==> config.mk <==
export PLATFORM = sky130hd
export DESIGN_NAME = tick_src_sel_flat
export DESIGN_NICKNAME = d
export VERILOG_FILES = /design/src/rtl/tick_src_sel_if.sv /design/src/rtl/tick_src_sel.sv /design/src/flat_wrapper.sv
export SDC_FILE = /design/constraint.sdc
export NUM_CORES = 1
export LEC_CHECK = 0
export CAP_MARGIN = 0
export CELL_PAD_IN_SITES_DETAIL_PLACEMENT = 1
export CELL_PAD_IN_SITES_GLOBAL_PLACEMENT = 1
export CORE_ASPECT_RATIO = 0.75
export CORE_UTILIZATION = 40
export DETAILED_ROUTE_END_ITERATION = 6
export HOLD_SLACK_MARGIN = 0.12
export PLACE_DENSITY_LB_ADDON = 0.1
export SLEW_MARGIN = 10
export SYNTH_ARGS = -nofsm -noshare
export SYNTH_HDL_FRONTEND = slang
export SYNTH_SLANG_ARGS = --single-unit
==> constraint.sdc <==
create_clock -name clk -period 5.66 [get_ports clk]
set_clock_uncertainty 0.2 [all_clocks]
set_input_delay 1.132 -clock clk [delete_from_list [all_inputs] [get_ports clk]]
set_output_delay 1.132 -clock clk [all_outputs]
set_load 0.02 [all_outputs]
==> src/rtl/tick_src_sel_if.sv <==
// tick_src_sel_if: source/mode inputs and selected tick outputs of tick_src_sel
interface tick_src_sel_if #(
    parameter int N_SRC = 4,
    parameter int SEL_W = 2
);
    logic [SEL_W-1:0] mode;
    logic [N_SRC-1:0] src;
    logic             out_level;
    logic             out_pulse;
    logic [SEL_W-1:0] active_sel;
    logic             switching;
    modport master (output mode, src, input out_level, out_pulse, active_sel, switching);
    modport slave  (input mode, src, output out_level, out_pulse, active_sel, switching);
endinterface

==> src/rtl/tick_src_sel.sv <==
// tick_src_sel: glitch-free N-way selector of synchronised tick/level sources
module tick_src_sel #(
    parameter int N_SRC       = 4,
    parameter int SEL_W       = 2,
    parameter int SYNC_STAGES = 2,
    parameter int BLANK       = 4
) (
    input logic        clk,
    input logic        rst,
    tick_src_sel_if.slave bus
);
    localparam int CW = BLANK > 1 ? $clog2(BLANK) : 1;
    localparam int NP = 2 ** SEL_W;

    typedef enum logic [1:0] {S_RUN, S_DRAIN, S_BLANK, S_ARM} state_t;

    state_t                          state, n_state;
    logic [SYNC_STAGES-1:0][N_SRC-1:0] sync;
    logic [N_SRC-1:0]                s, s_d;
    logic [NP-1:0]                   sp, sdp;
    logic [SEL_W-1:0]                act, n_act, pend, n_pend, tgt;
    logic [CW-1:0]                   cnt, n_cnt;
    logic                            lvl, n_lvl, pls, n_pls, cur, cur_d;

    assign s = sync[SYNC_STAGES-1];

    // zero-padded so any active_sel value indexes safely when N_SRC < 2**SEL_W
    always_comb begin
        sp  = '0;
        sdp = '0;
        sp[N_SRC-1:0]  = s;
        sdp[N_SRC-1:0] = s_d;
    end

    assign cur   = sp[act];
    assign cur_d = sdp[act];
    assign tgt   = 32'(bus.mode) < N_SRC ? bus.mode : '0;

    always_ff @(posedge clk) begin
        if (rst) begin
            sync  <= '0;
            s_d   <= '0;
            state <= S_ARM;
            act   <= '0;
            pend  <= '0;
            cnt   <= '0;
            lvl   <= 1'b0;
            pls   <= 1'b0;
        end else begin
            sync  <= {sync[SYNC_STAGES-2:0], bus.src};
            s_d   <= s;
            state <= n_state;
            act   <= n_act;
            pend  <= n_pend;
            cnt   <= n_cnt;
            lvl   <= n_lvl;
            pls   <= n_pls;
        end
    end

    always_comb begin
        n_state = state;
        n_act   = act;
        n_pend  = pend;
        n_cnt   = cnt;
        n_lvl   = 1'b0;
        n_pls   = 1'b0;
        case (state)
            S_RUN: begin
                n_lvl = cur;
                n_pls = cur & ~cur_d;
                if (tgt != act) begin
                    n_pend  = tgt;
                    n_state = S_DRAIN;
                end
            end
            S_DRAIN: begin
                n_lvl = cur;
                if (!cur) begin
                    n_cnt   = CW'(BLANK - 1);
                    n_state = S_BLANK;
                end
            end
            S_BLANK: begin
                if (tgt != pend) begin
                    n_pend = tgt;
                    n_cnt  = CW'(BLANK - 1);
                end else if (cnt == '0) begin
                    n_act   = pend;
                    n_state = S_ARM;
                end else begin
                    n_cnt = cnt - 1'b1;
                end
            end
            default: begin
                if (tgt != act) begin
                    n_pend  = tgt;
                    n_cnt   = CW'(BLANK - 1);
                    n_state = S_BLANK;
                end else if (!cur) begin
                    n_state = S_RUN;
                end
            end
        endcase
    end

    assign bus.out_level  = lvl;
    assign bus.out_pulse  = pls;
    assign bus.active_sel = act;
    assign bus.switching  = state != S_RUN;
endmodule

==> src/flat_wrapper.sv <==
// flat-port wrapper written by rule: the top's interface ports become plain ports
module tick_src_sel_flat 
#(
    parameter int N_SRC       = 4,
    parameter int SEL_W       = 2,
    parameter int SYNC_STAGES = 2,
    parameter int BLANK       = 4
)
  (clk, rst, bus_mode, bus_src, bus_out_level, bus_out_pulse, bus_active_sel, bus_switching);
  tick_src_sel_if #(.N_SRC(N_SRC), .SEL_W(SEL_W)) bus_i ();
  input logic clk;
  input logic rst;
  input wire logic [$bits(bus_i.mode)-1:0] bus_mode;
  input wire logic [$bits(bus_i.src)-1:0] bus_src;
  output wire logic [$bits(bus_i.out_level)-1:0] bus_out_level;
  output wire logic [$bits(bus_i.out_pulse)-1:0] bus_out_pulse;
  output wire logic [$bits(bus_i.active_sel)-1:0] bus_active_sel;
  output wire logic [$bits(bus_i.switching)-1:0] bus_switching;
  assign bus_i.mode = bus_mode;
  assign bus_i.src = bus_src;
  assign bus_out_level = bus_i.out_level;
  assign bus_out_pulse = bus_i.out_pulse;
  assign bus_active_sel = bus_i.active_sel;
  assign bus_switching = bus_i.switching;
  tick_src_sel #(.N_SRC(N_SRC), .SEL_W(SEL_W), .SYNC_STAGES(SYNC_STAGES), .BLANK(BLANK)) u_core (.clk(clk), .rst(rst), .bus(bus_i));
endmodule
==> results.md <==
* CP cell instances: inv_1, ha_1, inv_1, clkdlybuf4s50_1
* Main combinational cell family by area after synthesis: simple AND/OR/NAND/NOR gates
* Worst Hold End: u_core.s[3]
* FF-to-FF setup slack at 3.54 ns
* Post-synthesis xor/xnor area fraction at 3.799%
* Mapped Cells at 89
* Total track usage at 15.56%
* # DRC at 2
* Die height at 43.58 microns
* Commonest non-fill, non-tap cell in the layout: dfxtp_1
* Leakage at 0.4642 nW
* Mean area per synthesized cell at 10.36 sq um
* Clk_lat worst skew at 0.30 ns
* Compound-Gate Fraction of Synth Area at 7.191%
* Crit Path Max Fanout at 5
* Crit Path Category: reg2out
* Drt wl/cell at 13.57 microns
* Sink Count at 22
* Final Hold Viols at 0
* Post-Synth Adder-Cell Area at 6.784%
* Clk buf depth at 2
* Die area at 2503 sq um
* Final setup margin at 2.576 ns
* Max_cap viols at 0
* Crit path capture type: output port
* Total gr overflow at 0
* Synth cell types at 21
* CP arrival at 1.75 ns
* Run status: finished, violations left
* Post-place setup slack at 2.715 ns
* Tightest Hold Check Type: reg2reg
* Ant diodes at 0
* IO Count at 13
* Initial DRC Count at 17
* Post-route ant nets at 0
* Fin util at a little over half
* Vias per cell at 5.307
* Post-Syn Area at 922.1 sq um
* # hold bufs at CTS at 0
* Failing checks: DRC
* Share of cells above drive strength 1 at 6.796%
* # H-tree levels at 1
* Syn. warnings at 0
* Vias at 674
* EDFF count, synth at 0
* Largest net degree at the start of global routing at 24
* Simple-gate share of the synthesized area at 19.00%
* Root Driver: clkbuf_4
* Total CTS buffers at 3
* Initial Util at 44.24%
* Seq/Total Area, Yosys at 47.76%
* Hold_sp: u_core.sync[3]
* Fin crit share at a little over half
* Main synth FF type: dfxtp_1
* Final net count at 117
* Initial DRT Pass Iterations at 6
* Layout area overhead at 19.40%
* FP Rows at 14
* Final setup fails at 0
* Synth Net Count at 102
* Fin crit period at 3.084 ns
* CP most frequent cell: inv_1
* Worst r2r dst: u_core.state[0]
* Critical Path Start Type: flip-flop
* Die W at 57.44 microns
* CTS tree: done
* Slew @ Worst Pin at 0.7650 ns
* # port buffers at 12
* Commonest cells after routing, fill and taps aside: 22 x dfxtp_1, 12 x nor2b_1, 12 x clkdlybuf4s50_1
* VDD IR max at roughly 170 uV
* Hold Path Depth at 1
* First-pass GRT wire length at 2835 microns
* Worst Path Required at between 4 and 5 ns
* Unrepaired setup endpoints after global routing: no
* Relative slew slack at between 40% and 50%
* Finished Cell Area at about 1100 sq um
* Async set-reset flop share out of synthesis at 0%
* Final HPWL DP at ~1400 microns
* R2R depth at 4
* Start of the worst register-to-register path: u_core.bus.active_sel[0]
* Post-synthesis mux area share at 11.80%
* Worst path max stage delay at 0.60 ns
* WP buf/inv at 3
* Power, Total at 0.3983 mW
* GPL Wtd Cong at 0.7451
* Vias in the first global route at approximately 670
* Total length of routed wires at 1723 microns
* Flops & latches, synth at 22
* Core Region at 2085 sq um
* Pwr dens at 361.8 nW/um^2
* CTS clk-pin slew, worst paths at 0.12 ns
* CP delay by family, top: buffers and inverters
* Placed instance area at ~1100 sq um
* Post_cts resized at 0
* Setup TNS at 0 ns
* F_max at 0.3243 GHz
* Max Slew Vio Count at 0
* Slowest CP cell: clkdlybuf4s50_1
* Antenna violations before repair at 0
* Post-CTS setup buffers at 0
## sequential cells by signal, indices dropped and copies added (netlist names)
register / count
u_core.sync: 4
u_core.bus.active_sel: 2
u_core.bus.out_level: 1
u_core.s: 4
u_core.s_d: 4
u_core.state: 2
u_core.cnt: 2
u_core.bus.out_pulse: 1
u_core.pend: 2
## how the worst max path moves through the flow
| stage | start | to | slack [ns] | cells past startpoint |
|---|---|---|---|---|
| floorplan | bus_mode[0] | u_core.state[0] | 3.32 | 4 |
| global placement | bus_mode[1] | u_core.state[0] | 2.74 | 5 |
| detailed placement | bus_mode[1] | u_core.state[0] | 2.71 | 5 |
| CTS | u_core.state[0] | bus_switching | 2.55 | 4 |
| global route | u_core.state[0] | bus_switching | 2.43 | 4 |
| finish | u_core.state[0] | bus_switching | 2.58 | 4 |
## cell type report
class | instances | area (sq um)
Fill cell | 248 | 983.4
Sequential cell | 22 | 440.4
Clock buffer | 4 | 36.28
Tap cell | 24 | 30.03
Timing Repair Buffer | 12 | 120.1
Inverter | 7 | 26.28
Multi-Input combinational cell | 58 | 447.9
## cell usage after synthesis, drive strengths merged (2+ instances only)
library cell | number | area, sq um
inv | 7 | 26.28
ha | 5 | 62.56
nor2 | 11 | 41.29
a31oi | 6 | 37.54
dfxtp | 22 | 440.4
a311oi | 2 | 17.52
nor2b | 12 | 75.07
nor3 | 2 | 10.01
xnor2 | 4 | 35.03
mux4 | 2 | 48.80
clkbuf | 2 | 7.510
mux2i | 6 | 60.06
## metal layers
metal  vias up  share of wire [%]  GRT usage, %
met2        25                 44         25.35
li1        332                  -             -
met1       315                 48         19.03
met5         -                  0             0
met3         2                6.8         5.672
met4         0                1.1         5.854
## where the power goes
| group | switching (mW) | internal (mW) |
|---|---|---|
| Sequential | 0.0130 | 0.171 |
| Clock | 0.0448 | 0.0392 |
| Combinational | 0.0685 | 0.0614 |
## stage by stage
stage / instances / hold slack [ns]
CTS: 127 / 0.2575
floorplan: 89 / 0.2138
detailed placement: 123 / 0.2309
global route: 127 / 0.2763
finish: 127 / 0.2501
global placement: 123 / 0.2281
## worst register-to-register path: stages, from the launching register on
cell	delay [ns]
dfxtp_1	0.48
mux4_2	0.59
and4_1	0.23
or3_4	0.40
mux2i_1	0.13
## logic make-up after synthesis
group / Yosys count
adders and majority gates: 5
DFF: 22
and+or+nand+nor: 32
muxes: 8
AOI/OAI and AO/OA: 9
xor gates and xnor gates: 4
buffers and inverters: 9
Note: power is estimated with default switching activity, not from simulation.
